### src/rtl/enemy_ai_pkg.sv
// Shared enemy definitions: state codes, keycodes and timer helpers.
// Used by the enemy AI, the enemy datapath and the sprite logic.
package enemy_ai_pkg;

  localparam int TIMER_W = 8;

  typedef logic [6:0] enemyState_t;

  localparam enemyState_t ST_IDLE     = 7'd0;
  localparam enemyState_t ST_APPROACH = 7'd1;
  localparam enemyState_t ST_GUARD    = 7'd2;
  localparam enemyState_t ST_ATTACK   = 7'd3;
  localparam enemyState_t ST_STUN     = 7'd4;
  localparam enemyState_t ST_DEATH    = 7'd5;

  localparam logic [7:0] KEY_LEFT  = 8'h04;
  localparam logic [7:0] KEY_RIGHT = 8'h07;
  localparam logic [7:0] KEY_PUNCH = 8'h0D;
  localparam logic [7:0] KEY_NONE  = 8'h00;

  // Distance that can never wrap: always subtract the smaller from the larger.
  function automatic logic [9:0] absDiff(input logic [9:0] a, input logic [9:0] b);
    return (a > b) ? (a - b) : (b - a);
  endfunction

  // A timer spends its final frame at count 1, so it expires on the edge leaving that frame.
  function automatic logic timerLast(input logic [TIMER_W-1:0] cnt, input logic zero);
    return zero || (cnt == TIMER_W'(1));
  endfunction

endpackage

### src/rtl/frame_timer.sv
// Per-frame down counter: synchronous clear, load, saturating decrement, zero flag.
module frame_timer
  import enemy_ai_pkg::*;
#(
  parameter int unsigned RESET_VAL = 0
) (
  input  logic               frame_clk,
  input  logic               Reset_n,
  input  logic               clear,
  input  logic               load,
  input  logic [TIMER_W-1:0] loadVal,
  input  logic               dec,
  output logic [TIMER_W-1:0] count,
  output logic               zero
);

  logic [TIMER_W-1:0] count_r;

  // Counter register; clear beats load, load beats decrement.
  always_ff @(posedge frame_clk or negedge Reset_n) begin
    if (!Reset_n) begin
      count_r <= TIMER_W'(RESET_VAL);
    end else if (clear) begin
      count_r <= TIMER_W'(0);
    end else if (load) begin
      count_r <= loadVal;
    end else if (dec && (count_r != TIMER_W'(0))) begin
      count_r <= count_r - TIMER_W'(1);
    end else begin
      count_r <= count_r;
    end
  end

  assign count = count_r;
  assign zero  = (count_r == TIMER_W'(0));

endmodule

### src/rtl/enemy_ai.sv
// Enemy behaviour FSM: approach the hero, guard, punch, get stunned, die.
// All outputs are registered and describe the state entered at the same edge.
module enemy_ai
  import enemy_ai_pkg::*;
#(
  parameter int unsigned ATTACK_DIST = 40,
  parameter int unsigned ATTACK_LEN  = 12,
  parameter int unsigned COOLDOWN    = 30,
  parameter int unsigned STUN_LEN    = 15,
  parameter int unsigned HEALTH_INIT = 4
) (
  input  logic       frame_clk,
  input  logic       Reset_n,
  input  logic       game_active,
  input  logic [9:0] HeroX,
  input  logic [9:0] EnemyX,
  input  logic       hero_hit,
  output logic [7:0] keycode,
  output logic [6:0] EnemyS,
  output logic       enemy_strike,
  output logic [2:0] health,
  output logic       enemy_dead
);

  localparam logic [9:0]         ATK_DIST_C = 10'(ATTACK_DIST);
  localparam logic [TIMER_W-1:0] ATK_LEN_C  = TIMER_W'(ATTACK_LEN);
  localparam logic [TIMER_W-1:0] COOL_C     = TIMER_W'(COOLDOWN);
  localparam logic [TIMER_W-1:0] STUN_C     = TIMER_W'(STUN_LEN);
  // Count value held during attack frame ATTACK_LEN/2 (frame k holds ATTACK_LEN-k+1).
  localparam logic [TIMER_W-1:0] STRIKE_CNT = TIMER_W'(ATTACK_LEN - ATTACK_LEN / 2 + 1);

  enemyState_t        state_r, nextState_s;
  logic [7:0]         keycode_r, keyNext_s;
  logic               strike_r, strikeNext_s, dead_r;
  logic [2:0]         health_r, healthNext_s;
  logic [9:0]         dist_s;
  logic [7:0]         toward_s;
  logic               inRange_s, engaged_s, hitTaken_s;
  logic               coolLoad_s, coolDec_s, atkLoad_s, atkDec_s, atkClear_s;
  logic               stunLoad_s, stunDec_s, stunClear_s;
  logic [TIMER_W-1:0] coolCnt_s, atkCnt_s, stunCnt_s, atkNext_s;
  logic               coolZero_s, atkZero_s, stunZero_s;

  assign dist_s     = absDiff(HeroX, EnemyX);
  assign toward_s   = (EnemyX > HeroX) ? KEY_LEFT : KEY_RIGHT;
  assign inRange_s  = (dist_s <= ATK_DIST_C);
  assign engaged_s  = (state_r == ST_APPROACH) || (state_r == ST_GUARD) ||
                      (state_r == ST_ATTACK)   || (state_r == ST_STUN);
  assign hitTaken_s = hero_hit && game_active &&
                      ((state_r == ST_APPROACH) || (state_r == ST_GUARD) || (state_r == ST_ATTACK));

  // Next-state and timer control; leaving play wins over a hit, a hit wins over normal flow.
  always_comb begin
    nextState_s  = state_r;
    healthNext_s = health_r;
    coolLoad_s   = 1'b0;
    coolDec_s    = 1'b0;
    atkLoad_s    = 1'b0;
    atkDec_s     = 1'b0;
    atkClear_s   = 1'b0;
    stunLoad_s   = 1'b0;
    stunDec_s    = 1'b0;
    stunClear_s  = 1'b0;
    if (engaged_s && !game_active) begin
      nextState_s = ST_IDLE;
      coolLoad_s  = 1'b1;
      atkClear_s  = 1'b1;
      stunClear_s = 1'b1;
    end else if (hitTaken_s) begin
      healthNext_s = (health_r != 3'd0) ? (health_r - 3'd1) : 3'd0;
      atkClear_s   = 1'b1;
      if (health_r <= 3'd1) begin
        nextState_s = ST_DEATH;
        stunClear_s = 1'b1;
      end else begin
        nextState_s = ST_STUN;
        stunLoad_s  = 1'b1;
      end
    end else begin
      case (state_r)
        ST_IDLE: begin
          if (game_active) nextState_s = ST_APPROACH;
          else             nextState_s = ST_IDLE;
        end
        ST_APPROACH: begin
          if (inRange_s) nextState_s = ST_GUARD;
          else           nextState_s = ST_APPROACH;
        end
        ST_GUARD: begin
          coolDec_s = 1'b1;
          if (!inRange_s) begin
            nextState_s = ST_APPROACH;
          end else if (timerLast(coolCnt_s, coolZero_s)) begin
            nextState_s = ST_ATTACK;
            atkLoad_s   = 1'b1;
          end else begin
            nextState_s = ST_GUARD;
          end
        end
        ST_ATTACK: begin
          if (timerLast(atkCnt_s, atkZero_s)) begin
            nextState_s = ST_GUARD;
            coolLoad_s  = 1'b1;
            atkClear_s  = 1'b1;
          end else begin
            nextState_s = ST_ATTACK;
            atkDec_s    = 1'b1;
          end
        end
        ST_STUN: begin
          if (timerLast(stunCnt_s, stunZero_s)) begin
            nextState_s = ST_GUARD;
            coolLoad_s  = 1'b1;
            stunClear_s = 1'b1;
          end else begin
            nextState_s = ST_STUN;
            stunDec_s   = 1'b1;
          end
        end
        ST_DEATH: nextState_s = ST_DEATH;
        default:  nextState_s = ST_IDLE;
      endcase
    end
  end

  // Output decode from the state about to be entered.
  always_comb begin
    keyNext_s = KEY_NONE;
    atkNext_s = ATK_LEN_C;
    if (state_r == ST_ATTACK) atkNext_s = atkCnt_s - TIMER_W'(1);
    else                      atkNext_s = ATK_LEN_C;
    case (nextState_s)
      ST_APPROACH: keyNext_s = toward_s;
      ST_ATTACK:   keyNext_s = KEY_PUNCH;
      default:     keyNext_s = KEY_NONE;
    endcase
    strikeNext_s = (nextState_s == ST_ATTACK) && inRange_s && (atkNext_s == STRIKE_CNT);
  end

  // State and registered outputs.
  always_ff @(posedge frame_clk or negedge Reset_n) begin
    if (!Reset_n) begin
      state_r   <= ST_IDLE;
      keycode_r <= KEY_NONE;
      strike_r  <= 1'b0;
      health_r  <= 3'(HEALTH_INIT);
      dead_r    <= 1'b0;
    end else begin
      state_r   <= nextState_s;
      keycode_r <= keyNext_s;
      strike_r  <= strikeNext_s;
      health_r  <= healthNext_s;
      dead_r    <= (nextState_s == ST_DEATH);
    end
  end

  frame_timer #(.RESET_VAL(COOLDOWN)) coolTimer (
    .frame_clk(frame_clk), .Reset_n(Reset_n), .clear(1'b0), .load(coolLoad_s),
    .loadVal(COOL_C), .dec(coolDec_s), .count(coolCnt_s), .zero(coolZero_s)
  );

  frame_timer #(.RESET_VAL(0)) atkTimer (
    .frame_clk(frame_clk), .Reset_n(Reset_n), .clear(atkClear_s), .load(atkLoad_s),
    .loadVal(ATK_LEN_C), .dec(atkDec_s), .count(atkCnt_s), .zero(atkZero_s)
  );

  frame_timer #(.RESET_VAL(0)) stunTimer (
    .frame_clk(frame_clk), .Reset_n(Reset_n), .clear(stunClear_s), .load(stunLoad_s),
    .loadVal(STUN_C), .dec(stunDec_s), .count(stunCnt_s), .zero(stunZero_s)
  );

  assign keycode      = keycode_r;
  assign EnemyS       = state_r;
  assign enemy_strike = strike_r;
  assign health       = health_r;
  assign enemy_dead   = dead_r;

endmodule

### config.mk
export PLATFORM = sky130hd
export DESIGN_NAME = enemy_ai
export DESIGN_NICKNAME = d
export VERILOG_FILES = /design/src/rtl/enemy_ai_pkg.sv /design/src/rtl/frame_timer.sv /design/src/rtl/enemy_ai.sv
export SDC_FILE = /design/constraint.sdc
export NUM_CORES = 1
export LEC_CHECK = 0
export ABC_AREA = 1
export CORE_MARGIN = 2
export CORE_UTILIZATION = 59
export CTS_CLUSTER_SIZE = 10
export DETAILED_ROUTE_END_ITERATION = 8
export DONT_BUFFER_PORTS = 1
export GPL_TIMING_DRIVEN = 1
export PLACE_DENSITY = 0.78
export SYNTH_ARGS = -nofsm -noshare
export SYNTH_HDL_FRONTEND = slang
export SYNTH_SLANG_ARGS = --single-unit
### constraint.sdc
create_clock -name frame_clk -period 1.76 [get_ports frame_clk]
set_input_delay 0.264 -clock frame_clk [delete_from_list [all_inputs] [get_ports frame_clk]]
set_output_delay 0.264 -clock frame_clk [all_outputs]
set_load 0.1 [all_outputs]
# Word-level counts from Yosys, hierarchy flattened
# Index checks and enable logic that the tools add are counted.
# totals
ff_bits,44
wordCells,112
inputBits,24
# classes
n_mux,54
eq_ne,12
n_reduce_logical,27
addsub,6
magnitude_cmp,4
bitwise,1
# op_table
cell,n
$mux W8,9
$pmux W7 S6,1
$mux W1,34
$eq A8 B1 Y1 const B,3
$logic_not A8 Y1,3
$reduce_bool A8 Y1,3
$sub A8 B1 Y8 const B,3
$eq A7 B2 Y1 const B,3
$eq A7 B3 Y1 const B,3
$gt A10 B10 Y1,2
$sub A10 B10 Y10,2
$eq A7 B1 Y1 const B,2
$mux W7,2
$le A10 B6 Y1 const B,1
$mux W10,1
$reduce_bool A3 Y1,3
$eq A8 B3 Y1 const B,1
$logic_and A1 B1 Y1,8
$pmux W4 S2,1
$logic_not A7 Y1,1
$logic_or A1 B1 Y1,6
$mux W2,3
$mux W3,2
$le A3 B1 Y1 const B,1
other kinds (6),6

# Logic depth before layout (Yosys ltp)
# depth
depth_word,10
mapped_depth,22
ltp_nobuf,22

# Hierarchy
# Synthesis repeated with hierarchy kept, for this count alone.
# unflattened
hier_cells,634
area_unflattened_um2,3965.1
# modules_own_cells
module,cells_each,area_per_inst_um2,instances
enemy_ai,367,2090.8,1
frame_timer (atkTimer ...),89,623.1,2
frame_timer (coolTimer),89,628.1,1

# Least setup slack after synthesis
# No wires, ideal clock.
# synth_timing
path_type,register to register
startpoint,register state_r[1] (netlist: EnemyS[1])
endpoint,register stunTimer.count_r[7] (netlist: stunTimer.count[7])
t_arrival_ns,2.257
path_slack_ns,-0.621
path_buffers,0
required_time_ns,1.637
stages_incl_launch_ff,12
path_cell_list,dfrtp_1 nor2_1 inv_2 nor2_4 o21ai_4 nand3_1 nor2_1 nand2_1 nand4_1 inv_1 o21ai_0 a21oi_1
# synth_via
elab_chain_cells,8
elab_cells_between_ends,21
classes_between,eq/ne: 4; mux: 10; reduce/logical: 7
# synth_lines
element,line_no,rtl
"start, declared",enemy_ai.sv:32,"enemyState_t state_r, nextState_s;"
"start signal, assigned",enemy_ai.sv:149,state_r <= nextState_s;
$eq A7 B1 Y1 or $eq A7 B2 Y1 (tied branches),"enemy_ai.sv:47, enemy_ai.sv:50",
$logic_or A1 B1 Y1 (2 in series),"enemy_ai.sv:47, enemy_ai.sv:50",
$logic_and A1 B1 Y1 or $logic_or A1 B1 Y1 (tied branches),"enemy_ai.sv:49, enemy_ai.sv:48",
$mux W1 or $logic_and A1 B1 Y1 (tied branches),"enemy_ai.sv:69, enemy_ai.sv:64",
$mux W1,enemy_ai.sv:64,if (engaged_s && !game_active) begin
$mux W8 or $logic_and A1 B1 Y1 (tied branches),"frame_timer.sv:25, frame_timer.sv:27",
$mux W8 or $reduce_bool A3 Y1 (tied branches),-,
"end signal, assigned",frame_timer.sv:22,count_r <= TIMER_W'(RESET_VAL);
"end signal, assigned",frame_timer.sv:26,count_r <= loadVal;
"end signal, assigned",frame_timer.sv:28,count_r <= count_r - TIMER_W'(1);
"end, declared",frame_timer.sv:17,logic [TIMER_W-1:0] count_r;
# Several ways; a longest one is shown, not always the timed one.
# A chain may end at the register's enable or synchronous reset.

# Final worst setup path
# layout_timing
startpoint,input port EnemyX[0]
endpoint,register keycode_r[1] (netlist: keycode[1])
# layout_via
elab_chain_cells,9
elab_cells_between_ends,15
classes_between,add/sub: 2; order compare: 3; eq/ne: 2; mux: 8
# layout_lines
element,line_no,rtl
"start, declared",enemy_ai.sv:16,"input logic [9:0] EnemyX,"
$sub A10 B10 Y10 or $gt A10 B10 Y1 (tied branches),enemy_ai_pkg.sv:23,return (a > b) ? (a - b) : (b - a);
$mux W10,enemy_ai_pkg.sv:23,
$le A10 B6 Y1,enemy_ai.sv:46,assign inRange_s = (dist_s <= ATK_DIST_C);
$mux W2 (on tied branches),"enemy_ai.sv:91, enemy_ai.sv:86",
$pmux W7 S6,enemy_ai.sv:80,case (state_r)
$mux W7,enemy_ai.sv:69,end else if (hitTaken_s) begin
$mux W7,enemy_ai.sv:64,
$eq A7 B2 Y1 or $eq A7 B1 Y1 (tied branches),enemy_ai.sv:132,case (nextState_s)
$pmux W4 S2 *,enemy_ai.sv:132,
named net keyNext_s[1],enemy_ai.sv:33,"logic [7:0] keycode_r, keyNext_s;"
"end signal, assigned",enemy_ai.sv:150,keycode_r <= keyNext_s;
"end, declared",enemy_ai.sv:33,
# The timed path passes the listed nets; every way through them passes the cells marked *.

==> run summary <==
status = complete, but fails checks
violated checks = setup timing
Post-Synth Simple-Gate Area = 36.5%
clock skew = 0.0112 ns
R2R Path Start = EnemyS[0]
Hold Slack = 0.372 ns
final worst slack = -0.573 ns
routed len/inst = 23.3 microns
Seq cells post-synth = 36
critical path data arrival time = 2.51 ns
commonest non-fill, non-tap cell in the layout = nand2_1
TritonRoute pass-1 iters = 6
critical path class = in -> reg
setup_tns = -7.64 ns
crit-path cells = inv_12 -> ha_4 -> fa_2 -> inv_2 -> nand2_2 -> nand2_4 -> nand2_2 -> nand2_2 -> nand2_2 -> nand2_2 -> nand3_2 -> nand2_2 -> nand2_2 -> inv_2 -> nand2_2 -> nand2_2 -> nand2_1 -> nand2_1 -> nand2_1 -> nand2_2 -> nand3_2 -> nor2_1
Worst VDD drop = 0.00146 V
fin util = 92.6%
Setup crit start = EnemyX[0]
Layout Cell Area excl Fill = 5190 sq um
Leakage = 2.74 nW
Initial Util = 62.0%
Synth area leader = dfrtp_1
Setup Viol. Count Final = 33
gr usage total = 36.6%
Mapped Cells = 519
CORE AREA = 5610 sq um
main combinational cell family by area after synthesis = simple AND/OR/NAND/NOR gates
fraction of layout cells with a size suffix above 1 = 43.4%
Worst R2R Setup Slack = -0.44 ns
antenna violations before repair = 0
CP bufs+invs = 3
DRC = 0
Area contributors post-synth = dfrtp_1, nand2_1, inv_1, ha_1, nand3_1
Post-Synth XOR/XNOR Area = 3.02%
Synth Warn # = 0
DR vias/cell = 6.69
Post-Synth Adder-Cell Area = 11.2%
maximum capacitance violations = 0
Crit path top cell by count = nand2_2
Fmax = 0.429 GHz
routed vias = 4762
Rows = 27
number of global-route vias before repair = 4218
Clock Path Buffers = 2
Clk pin slew, worst setup/hold paths = 0.08 ns
PwrDens = 1330 nW/um^2
clock root cell = clkbuf_8
GRT Residual Overflow = 0
final WL = 16600 microns
RSZ-0062 raised after global routing = yes
ant diodes = 0
total design power = 6.91 mW
Avg Cell Area, Syn = 6.70 sq um
Worst Path Required = 1.94 ns
delay-heaviest family, CP = simple AND/OR/NAND/NOR gates
period utilisation layout = 133%
compound-gate portion of the synthesized area = 9.35%
CP peak stage delay = 0.36 ns
share of the synthesized area in the top cell type = 22.3%
Seq/Total Area, Yosys = 26.1%
Critical-path top delay cell = fa_2
initial DRC count = 742
Port-buffer cells = 0
dpl cell area = 4240 sq um
clk_lat worst skew = 0.30 ns
count of final hold-check violations = 0
I/O pin count = 44
post-synth cell types = 40
Startpoint Class = input port
crit path to = keycode[1]
nets = 693
hpwl dp = 6930 microns
Worst R2R End = keycode[1]
clock buffers created by TritonCTS = 5
TritonCTS sink count = 36
CTS tree = yes
mux contribution to synthesized area = 0%
area grow syn2layout = 49.3%
CP endpoint kind = flip-flop
Hold Crit Class = in -> reg
largest net degree at the start of global routing = 37
commonest non-fill, non-tap cells in the layout = nand2_1, buf_4, inv_1
CTS H-tree lvls = 2
CP max FO = 3
max-slew violations = 0
synthesized area = 3480 sq um
Antenna Nets Post-Route = 0
Die Wd = 80.8 microns
height of the chip = 80.8 microns
Critical Path Stages = 22
R2R cell count = 8
first-pass GRT wire length = 18600 microns
Die ar. = 6530 sq um
gp weighted congestion = 0.937
minimum clock period = 2.33 ns
## worst min-delay path: stages
cell and delay, ns:
nand3_4 0.10, inv_4 0.11, nor3_2 0.07, inv_1 0.09
## metal layers
layer	routed length, microns	vias up	GRT usage (%)
met4	2040	2	19.5
met5	16	-	0
li1	-	1863	-
met2	7330	558	66.9
met1	4990	2091	39.3
met3	2230	248	8.11
## cell families after synthesis
kind of cell | after synthesis
AOI/OAI and AO/OA | 49
xor gates and xnor gates | 12
buffers and inverters | 114
and+or+nand+nor | 277
DFF | 36
adders and majority gates | 30
other | 1
## power breakdown
group	internal [mW]	switching, mW
registers	1.05	0.215
logic	1.75	3.12
clock network	0.422	0.355
total	3.22	3.69
## cells in the mapped netlist, drive strengths merged
library cell / number
nand3: 49
nand2: 148
o211ai: 2
buf: 10
nor4: 4
xnor2: 3
o31ai: 2
a32o: 1
and3: 1
nand4: 9
o2111ai: 2
nor3: 11
clkbuf: 1
fa: 2
dfstp: 5
o41ai: 1
conb: 1
nor2: 52
inv: 103
a21o: 1
a211oi: 2
a21oi: 22
ha: 28
xor2: 9
o21ai: 15
dfrtp: 31
a221oi: 1
or2: 2
nand3b: 1
## through the flow
step | setup WS (ns) | cells
after floorplan | -0.242 | 526
after global placement | -0.441 | 673
after detailed placement | -0.508 | 673
after CTS | -0.0419 | 703
after global routing | -0.683 | 712
final | -0.573 | 712
## worst min-delay path by stage
| stage | end | cells past startpoint | slack, ns | start |
|---|---|---|---|---|
| floorplan | atkTimer.count[0] | 0 | -0.03 | Reset_n |
| global placement | atkTimer.count[4] | 0 | -0.03 | Reset_n |
| detailed placement | atkTimer.count[4] | 0 | -0.03 | Reset_n |
| CTS | coolTimer.count[1] | 4 | 0.36 | hero_hit |
| global route | EnemyS[2] | 4 | 0.38 | game_active |
| finish | EnemyS[2] | 4 | 0.37 | game_active |
## layout make-up
| cell class | count | area (sq um) |
|---|---|---|
| clock inverters | 2 | 35.0 |
| multi-input cells | 376 | 2700 |
| flip-flops and latches | 36 | 920 |
| fillers | 192 | 413 |
| clock buffers | 6 | 72.6 |
| inverters | 103 | 420 |
| repair buffers | 117 | 956 |
| well taps | 72 | 90.1 |
## repair_timing
item | CTS | global route
pin swaps | 32 | 21
gates resized for setup | 68 | 78
hold endpoints to repair | 36 | 0
hold buffers | 2 | 0
buffers inserted | 22 | 10
endpoints found under the setup margin | 30 | 34
## state kept, by name (all words and copies together), names as in the netlist
signal	flops
EnemyS	3
atkTimer.count	8
coolTimer.count	8
enemy_dead	1
enemy_strike	1
health	3
keycode	4
stunTimer.count	8
Power figures use the tool's default switching activity.
